`config.mk`:
```
export PLATFORM = sky130hd
export DESIGN_NAME = mod7_jk_driver
export DESIGN_NICKNAME = d
export VERILOG_FILES = /design/src/rtl/mod7_pkg.sv /design/src/rtl/tick_prescaler.sv /design/src/rtl/mod7_jk_driver.sv
export SDC_FILE = /design/constraint.sdc
export NUM_CORES = 1
export LEC_CHECK = 0
export CORE_ASPECT_RATIO = 0.5
export CORE_MARGIN = 2
export CORE_UTILIZATION = 25
export CTS_BUF_LIST = sky130_fd_sc_hd__clkbuf_8
export CTS_CLUSTER_SIZE = 30
export DETAILED_ROUTE_END_ITERATION = 10
export PLACE_DENSITY = 0.44
export SYNTH_ARGS = -nofsm -noshare
export SYNTH_HDL_FRONTEND = slang
export SYNTH_HIERARCHICAL = 1
export SYNTH_SLANG_ARGS = --single-unit
```
`constraint.sdc`:
```
create_clock -name clk -period 2.9 [get_ports clk]
set_clock_uncertainty 0.2 [all_clocks]
set_input_delay 0.58 -clock clk [delete_from_list [all_inputs] [get_ports clk]]
set_output_delay 0.58 -clock clk [all_outputs]
set_load 0.02 [all_outputs]
```
`src/rtl/mod7_pkg.sv`:
```
// Shared types and helpers for the mod-7 JK flip-flop driver.
// Holds the FSM state type, the count ceiling and the JK excitation and step functions.
package mod7_pkg;

   typedef enum logic [1:0] {
      IDLE  = 2'd0,
      DRIVE = 2'd1,
      CHECK = 2'd2
   } state_e;

   localparam logic [2:0] MOD7_MAX = 3'd6;

   // Returns {j, k} that moves one JK stage from q_bit to t_bit without toggling.
   function automatic logic [1:0] jk_excite(input logic q_bit, input logic t_bit);
      logic [1:0] jk;
      case ({q_bit, t_bit})
         2'b01:   jk = 2'b10;
         2'b10:   jk = 2'b01;
         default: jk = 2'b00;
      endcase
      return jk;
   endfunction

   function automatic logic [2:0] mod7_next(input logic [2:0] c, input logic up);
      logic [2:0] n;
      if (up) begin
         n = (c >= MOD7_MAX) ? 3'd0 : c + 3'd1;
      end else begin
         n = (c == 3'd0) ? MOD7_MAX : c - 3'd1;
      end
      return n;
   endfunction

endpackage

```
`src/rtl/tick_prescaler.sv`:
```
// Divide-by-DIV prescaler: tick is high on the enabled cycle that completes DIV increments.
// The count restarts on clr or on its own tick.
module tick_prescaler #(
   parameter int unsigned DIV = 4
) (
   input  logic clk,
   input  logic rst_n,
   input  logic inc,
   input  logic clr,
   output logic tick
);

   localparam int unsigned CW = (DIV > 1) ? $clog2(DIV) : 1;
   localparam logic [CW-1:0] LAST = CW'(DIV - 1);

   logic [CW-1:0] cnt_q;
   logic [CW-1:0] cnt_d;

   assign tick = inc && (cnt_q == LAST);

   always_comb begin
      cnt_d = cnt_q;
      if (clr || tick) begin
         cnt_d = '0;
      end else if (inc) begin
         cnt_d = cnt_q + CW'(1);
      end
   end

   always_ff @(posedge clk) begin
      if (!rst_n) begin
         cnt_q <= '0;
      end else begin
         cnt_q <= cnt_d;
      end
   end

endmodule

```
`src/rtl/mod7_jk_driver.sv`:
```
// Drives three external JK flip-flops through a mod-7 count sequence from a shadow count,
// then checks the stage feedback against that shadow and latches a sticky error on mismatch.
module mod7_jk_driver
   import mod7_pkg::*;
#(
   parameter int unsigned DIV = 4
) (
   input  logic       clk,
   input  logic       rst_n,
   input  logic       en,
   input  logic       up,
   input  logic       load,
   input  logic [2:0] load_val,
   input  logic [2:0] q,
   output logic [2:0] j,
   output logic [2:0] k,
   output logic       tc,
   output logic       err,
   output logic [2:0] cnt
);

   state_e     state_q;
   logic [2:0] cnt_q;
   logic [2:0] target_q;
   logic [2:0] j_q;
   logic [2:0] k_q;
   logic       tc_q;
   logic       err_q;

   logic       idle;
   logic       tick;
   logic       presc_inc;
   logic       presc_clr;
   logic       wrap;
   logic [2:0] load_tgt;
   logic [2:0] target_d;
   logic [2:0] exc_j;
   logic [2:0] exc_k;

   assign idle      = (state_q == IDLE);
   assign presc_inc = idle && en;
   assign presc_clr = idle && (load || tick);

   tick_prescaler #(
      .DIV (DIV)
   ) u_presc (
      .clk   (clk),
      .rst_n (rst_n),
      .inc   (presc_inc),
      .clr   (presc_clr),
      .tick  (tick)
   );

   assign load_tgt = (load_val == 3'd7) ? 3'd0 : load_val;
   assign target_d = load ? load_tgt : mod7_next(cnt_q, up);
   assign wrap     = up ? (cnt_q == MOD7_MAX) : (cnt_q == 3'd0);

   always_comb begin
      exc_j = '0;
      exc_k = '0;
      for (int i = 0; i < 3; i++) begin
         {exc_j[i], exc_k[i]} = jk_excite(q[i], target_d[i]);
      end
   end

   // Reset holds k high so the downstream stages are cleared while rst_n is low.
   always_ff @(posedge clk) begin
      if (!rst_n) begin
         state_q  <= IDLE;
         cnt_q    <= 3'd0;
         target_q <= 3'd0;
         j_q      <= 3'b000;
         k_q      <= 3'b111;
         tc_q     <= 1'b0;
         err_q    <= 1'b0;
      end else begin
         case (state_q)
            IDLE: begin
               j_q <= 3'b000;
               k_q <= 3'b000;
               if (load || tick) begin
                  state_q  <= DRIVE;
                  target_q <= target_d;
                  j_q      <= exc_j;
                  k_q      <= exc_k;
                  tc_q     <= !load && wrap;
               end
            end
            DRIVE: begin
               cnt_q   <= target_q;
               j_q     <= 3'b000;
               k_q     <= 3'b000;
               tc_q    <= 1'b0;
               state_q <= CHECK;
            end
            CHECK: begin
               if (q != cnt_q) begin
                  err_q <= 1'b1;
               end
               state_q <= IDLE;
            end
            default: begin
               state_q <= IDLE;
            end
         endcase
      end
   end

   assign j   = j_q;
   assign k   = k_q;
   assign tc  = tc_q;
   assign err = err_q;
   assign cnt = cnt_q;

endmodule

```
==> results of run 1 <==
==> synthesized netlist by cell type (2+ instances only) <==
cell type / number / area share
sky130_fd_sc_hd__dfxtp_1: 18 / 0.35
sky130_fd_sc_hd__and2_1: 4 / 0.024
sky130_fd_sc_hd__ha_1: 5 / 0.061
sky130_fd_sc_hd__nand2_1: 9 / 0.033
sky130_fd_sc_hd__a21oi_1: 6 / 0.029
sky130_fd_sc_hd__inv_1: 8 / 0.029
sky130_fd_sc_hd__nor2b_1: 2 / 0.012
sky130_fd_sc_hd__nand3_1: 3 / 0.015
sky130_fd_sc_hd__nand2b_1: 3 / 0.018
sky130_fd_sc_hd__o21ai_0: 3 / 0.015
sky130_fd_sc_hd__mux2i_1: 3 / 0.029
sky130_fd_sc_hd__o31ai_1: 2 / 0.015
sky130_fd_sc_hd__nor3_1: 2 / 0.0097
sky130_fd_sc_hd__a211oi_2: 2 / 0.024
sky130_fd_sc_hd__nor2_1: 4 / 0.015
sky130_fd_sc_hd__xnor2_1: 3 / 0.026
sky130_fd_sc_hd__a31o_1: 2 / 0.017
sky130_fd_sc_hd__buf_2: 2 / 0.0097
sky130_fd_sc_hd__buf_6: 3 / 0.033
==> layout make-up <==
cell class / instances / area [sq um] / share of cell area
Tap cell: 54 / 67.6 / 0.0510
Timing Repair Buffer: 24 / 233 / 0.176
Multi-Input combinational cell: 79 / 579 / 0.437
Inverter: 8 / 30.0 / 0.0227
Clock buffer: 4 / 55.1 / 0.0415
Sequential cell: 18 / 360 / 0.272
==> flip-flops by register name, summed over array words and instances (netlist names) <==
name / count
j: 3
target_q: 3
tc: 1
u_presc/cnt_q: 2
cnt: 3
k: 3
state_q: 2
err: 1
==> kinds of logic (layout without fill, tap and decap cells) <==
logic type	count (synthesis)	count (layout)
buffers and inverters	14	36
AO/OA/AOI/OAI	29	29
AND/OR/NAND/NOR	39	39
XOR/XNOR	3	3
adder cells (fa/ha/maj)	5	5
flip-flops	18	18
multiplexers	3	3
==> metal layers <==
layer,track usage,routed length (um),vias up
met1,0.171,1390,398
li1,-,-,443
met4,0.0362,28,0
met5,0,0,-
met2,0.174,1000,16
met3,0.0371,122,2
==> power by group through the flow <==
stage	clock network (mW)	logic (mW)	registers, mW
2_1_floorplan	0	0.0642	0.281
3_3_place_gp	0	0.113	0.276
3_5_place_dp	0	0.114	0.276
4_1_cts	0.219	0.114	0.270
5_1_grt	0.230	0.125	0.272
6_report	0.210	0.113	0.270
==> worst max path at each step <==
stage,startpoint,endpoint,cells after the start
after global routing,en,j[1]$_SDFFE_PN0P_,6
final,cnt[1]$_SDFFE_PN0P_,cnt[1],1
after global placement,en,u_presc/cnt_q[1]$_SDFFE_PP0P_,7
after CTS,cnt[1]$_SDFFE_PN0P_,cnt[1],1
after floorplan,state_q[1]$_SDFFE_PN0P_,u_presc/cnt_q[1]$_SDFFE_PP0P_,10
after detailed placement,en,u_presc/cnt_q[1]$_SDFFE_PP0P_,7
==> stage by stage <==
| step | instance area, sq um | worst slack (ns) | hold slack [ns] |
|---|---|---|---|
| 6_report | 1330 | 0.640 | 0.273 |
| 5_1_grt | 1330 | 0.537 | 0.310 |
| 4_1_cts | 1330 | 0.628 | 0.280 |
| 3_5_place_dp | 1270 | 0.392 | 0.262 |
| 3_3_place_gp | 1270 | 0.424 | 0.250 |
| 2_1_floorplan | 1030 | 0.853 | 0.249 |
==> results.yml, run 1 <==
route:
  first_pass_iters: 3
  drtAntennaViolNets: 0
  post_drt_via_cell_ratio: 4.59
  drt_iter0_markers: 37
  route.final.wire_length_mm: 2.54
  route.vias.total: 859
  routed_wire_length_per_instance_um: 13.6
  post-route-drc-count: 0
floorplanning:
  die_span_in_y_um: 49.3
  effective_utilization_at_floorplan: 0.262
  die_w_um: 94.7
  io-pin-count: 22
  placementRows: 16
  placeableCoreArea_sq_um: 3920
  fp.dieArea_sq_um: 4670
timing:
  finalMaxSlewViolations: 0
  timing.final.hold_violations: 0
  timing.slew.headroom: 0.690
  tightest_slew_ns: 0.464
  setup_tns_final_ns: 0
  rsz0062_at_grt: "no"
  final_period_minus_worst_setup_slack_ns: 2.26
  min_period_over_period: 0.779
  report.final.setup_viol: 0
  fmax_mhz: 443
yosys:
  main_combinational_cell_family_by_area_after_synthesis: "compound AO/OA/AOI/OAI gates"
  synthAdderAreaFrac: 0.0609
  synth_edf_count: 0
  yosysUniqueCellTypes: 46
  synth-seq-area-share: 0.351
  synth-simple-area-share: 0.219
  avgSynthCellArea_sq_um: 9.25
  synth-compound-area-share: 0.229
  mappedNetlistNets: 127
  synth_area_sq_um: 1030
  asyncSetResetFlopFracSynth: 0
  synth-seq-cells: 18
  yosys-mux-area-fraction: 0.0292
  number_of_warnings_reported_in_the_yosys_synthesis_log: 6
  synthesis.instances: 111
  synth_xor_area_frac: 0.0256
  synth_ff_type: "sky130_fd_sc_hd__dfxtp_1"
worst_setup_path:
  cp-start-kind: "flip-flop"
  r2r_setup_slack_ns: 0.87
  worstPathMaxFanout: 9
  cpLargestDelayFamily: "buffers and inverters"
  reg2reg_depth: 7
  crit_path_max_incr_delay_ns: 0.68
  crit_path_cell_trace: "clkdlybuf4s50_1"
  worst_r2r_startpoint: "state_q[0]$_SDFFE_PN0P_"
  required_ns: 2.12
  timing.critical_path.to_type: "output port"
  worst_r2r_endpoint: "u_presc/cnt_q[1]$_SDFFE_PP0P_"
  critical_path_top_delay_cell: "sky130_fd_sc_hd__clkdlybuf4s50_1"
  critPathArrivalTime_ns: 1.48
  number_of_buffer_and_inverter_stages_on_the_critical_path: 1
  category_of_the_most_critical_setup_path: "reg2out"
clocking:
  cts.reportedPaths.clkPinSlew_ns: 0.07
  post_cts_resize_count: 0
  cts.repair_timing.setup_buffer_count: 0
  cts_made_buffers: 3
  cts_max_path_buffers: 2
  cts-root-buf: "sky130_fd_sc_hd__clkbuf_8"
  clock_latency_ns: 0.26
  cts_sinks: 18
  htree_num_levels: 1
  tritoncts: "yes"
  hold_buffers: 0
power:
  switching_share: 0.265
  netSwitchingPower_mw: 0.157
  power.share.sequential: 0.456
  power.density_nw_per_um2: 448
  combinationalPowerShare: 0.191
  power.static_leakage_nw: 0.515
  int_pwr_mw: 0.436
  clock_power_share: 0.354
  p_total_mw: 0.593
  power.ir.vdd_worst_uv: 152
layout:
  insertedDiodeCount: 0
  area_growth_syn_to_layout_pct: 29.0
  finish.net_count: 150
  fill_cell_total_of_the_finished_layout: 445
  top_library_cells_by_usage_in_the_layout_fill_and_taps_aside: "21 x sky130_fd_sc_hd__clkdlybuf4s50_1, 18 x sky130_fd_sc_hd__dfxtp_1, 9 x sky130_fd_sc_hd__nand2_1, 8 x sky130_fd_sc_hd__inv_1, 6 x sky130_fd_sc_hd__a21oi_1"
  final_util: 0.338
  layout-drive-gt1-share: 0.128
  post_route_insts_no_fill: 187
  mostFrequentLayoutCell: "sky130_fd_sc_hd__clkdlybuf4s50_1"
global_routing:
  grt_antenna_before_repair: 0
  via_count_of_the_first_global_routing_pass: 818
  global_route_wire_length_before_repair_mm: 4.20
  grt_remaining_overflow: 0
  grtUsageTotal: 0.121
  grt_max_degree: 13
placed_design:
  place_congestion: 0.721
  place_hpwl_mm: 1.94
  buffer_ports.inserted: 21
  placedCellCount: 183
min_path:
  min-delay-path-class: "reg2reg"
  end_point_of_the_most_critical_hold_path: "err$_SDFFE_PN0P_"
  hold_path_depth: 1
  hold_path_startpoint: "err$_SDFFE_PN0P_"
run:
  drv.max_cap_violation_count: 0
status:
  run_status: "finished clean"
Note: power is estimated with default switching activity, not from simulation.
==> run 2: changes to the inputs <==
==> constraint.sdc (replaced) <==
create_clock -name clk -period 2.3 [get_ports clk]
set_clock_uncertainty 0.2 [all_clocks]
set_input_delay 0.46 -clock clk [delete_from_list [all_inputs] [get_ports clk]]
set_output_delay 0.46 -clock clk [all_outputs]
set_load 0.02 [all_outputs]
==> results.yml, run 2 (synthesized netlist as in run 1, its figures left out) <==
status:
  run_status: "finished clean"
route:
  drt_iter0_markers: 23
  first_pass_iters: 4
  post_drt_via_cell_ratio: 4.54
  route.final.wire_length_mm: 2.48
  route.vias.total: 886
  post-route-drc-count: 0
  drtAntennaViolNets: 0
  routed_wire_length_per_instance_um: 12.7
clocking:
  cts_made_buffers: 3
  hold_buffers: 0
  cts.repair_timing.setup_buffer_count: 0
  post_cts_resize_count: 0
  htree_num_levels: 1
  cts_sinks: 18
  cts-root-buf: "sky130_fd_sc_hd__clkbuf_8"
  clock_latency_ns: 0.25
  tritoncts: "yes"
  cts.reportedPaths.clkPinSlew_ns: 0.07
  cts_max_path_buffers: 2
placed_design:
  place_hpwl_mm: 1.97
  place_congestion: 0.836
  place_area_sq_um: 1340
  buffer_ports.inserted: 21
floorplanning:
  io-pin-count: 22
  fp.dieArea_sq_um: 4670
  die_w_um: 94.7
  placementRows: 16
  placeableCoreArea_sq_um: 3920
  die_span_in_y_um: 49.3
  effective_utilization_at_floorplan: 0.262
timing:
  setup_tns_final_ns: 0
  timing.final.hold_violations: 0
  tightest_slew_ns: 0.493
  min_period_over_period: 0.900
  rsz0062_at_grt: "no"
  finalMaxSlewViolations: 0
  timing.slew.headroom: 0.667
  final_period_minus_worst_setup_slack_ns: 2.07
  report.final.setup_viol: 0
  fmax_mhz: 483
worst_setup_path:
  number_of_buffer_and_inverter_stages_on_the_critical_path: 1
  critPathArrivalTime_ns: 1.41
  category_of_the_most_critical_setup_path: "reg2out"
  crit_path_cell_trace: "clkdlybuf4s50_1"
  worst_setup_path_startpoint: "cnt[1]$_SDFFE_PN0P_"
  cpLargestDelayFamily: "buffers and inverters"
  cp-start-kind: "flip-flop"
  timing.critical_path.to_type: "output port"
  critical_path_top_delay_cell: "sky130_fd_sc_hd__clkdlybuf4s50_1"
  required_ns: 1.64
  worst_r2r_startpoint: "cnt[1]$_SDFFE_PN0P_"
  worstPathMaxFanout: 7
  crit_path_max_incr_delay_ns: 0.67
power:
  switching_share: 0.265
  netSwitchingPower_mw: 0.189
  combinationalPowerShare: 0.217
  int_pwr_mw: 0.524
  power.share.sequential: 0.477
  power.ir.vdd_worst_uv: 189
  clock_power_share: 0.306
  power.density_nw_per_um2: 517
  power.static_leakage_nw: 0.552
  p_total_mw: 0.713
global_routing:
  global_route_wire_length_before_repair_mm: 4.22
  grt_remaining_overflow: 0
  grtUsageTotal: 0.120
  grt_antenna_before_repair: 0
  grt_max_degree: 11
  via_count_of_the_first_global_routing_pass: 830
layout:
  finalInstanceArea_sq_um: 1380
  area_growth_syn_to_layout_pct: 34.2
  area.sequential_sq_um: 360
  fill_cell_total_of_the_finished_layout: 439
  finish.net_count: 159
  top_library_cells_by_usage_in_the_layout_fill_and_taps_aside: "21 x sky130_fd_sc_hd__clkdlybuf4s50_1, 18 x sky130_fd_sc_hd__dfxtp_1, 12 x sky130_fd_sc_hd__buf_4, 9 x sky130_fd_sc_hd__nand2_1, 8 x sky130_fd_sc_hd__inv_1"
  multi_input_comb_area_sq_um: 579
  mostFrequentLayoutCell: "sky130_fd_sc_hd__clkdlybuf4s50_1"
  insertedDiodeCount: 0
  layout-drive-gt1-share: 0.177
min_path:
  hold_path_startpoint: "u_presc/cnt_q[1]$_SDFFE_PP0P_"
  min-delay-path-class: "reg2reg"
run:
  drv.max_cap_violation_count: 0
==> run 2: changes by cell type in the layout (fill, tap and decap cells not counted), sizes merged <==
cell,before,now
buf,3,12
clkbuf,4,3
==> run 2: per-layer routing <==
layer,track usage,share of wire,routed length [um]
met3,0.0309,0.043,107
met5,0,0,0
met2,0.156,0.38,933
met1,0.185,0.56,1400
met4,0.0435,0.015,37
==> run 2: final timing paths <==
check	to	slack [ns]	depth (start not counted)
hold / removal	u_presc/cnt_q[1]$_SDFFE_PP0P_	0.28	2
hold reg to reg	u_presc/cnt_q[1]$_SDFFE_PP0P_	0.28	2
setup / recovery	cnt[1]	0.23	1
setup reg to reg	target_q[2]$_SDFFE_PN0P_	0.30	5
==> run 2: stage by stage <==
step	setup WS (ns)	cells	hold WS [ns]	utilization
floorplan	0.253	111	0.249	-
global placement	0.0908	192	0.265	0.341
finish	0.230	195	0.276	0.351
CTS	0.205	195	0.279	0.351
detailed placement	0.0619	192	0.270	0.341
global route	0.138	195	0.302	0.351
==> run 2: power by group through the flow <==
| stage | logic (mW) | clock network, mW | registers (mW) |
|---|---|---|---|
| 2_1_floorplan | 0.0809 | 0 | 0.354 |
| 3_3_place_gp | 0.157 | 0 | 0.347 |
| 3_5_place_dp | 0.155 | 0 | 0.347 |
| 4_1_cts | 0.155 | 0.220 | 0.340 |
| 5_1_grt | 0.170 | 0.241 | 0.342 |
| 6_report | 0.155 | 0.218 | 0.340 |
==> run 2: cell type report <==
| type | instances | area share |
|---|---|---|
| Timing Repair Buffer | 33 | 0.218 |
| Tap cell | 54 | 0.0490 |
| Sequential cell | 18 | 0.261 |
| Multi-Input combinational cell | 79 | 0.420 |
| Clock buffer | 3 | 0.0299 |
| Inverter | 8 | 0.0218 |
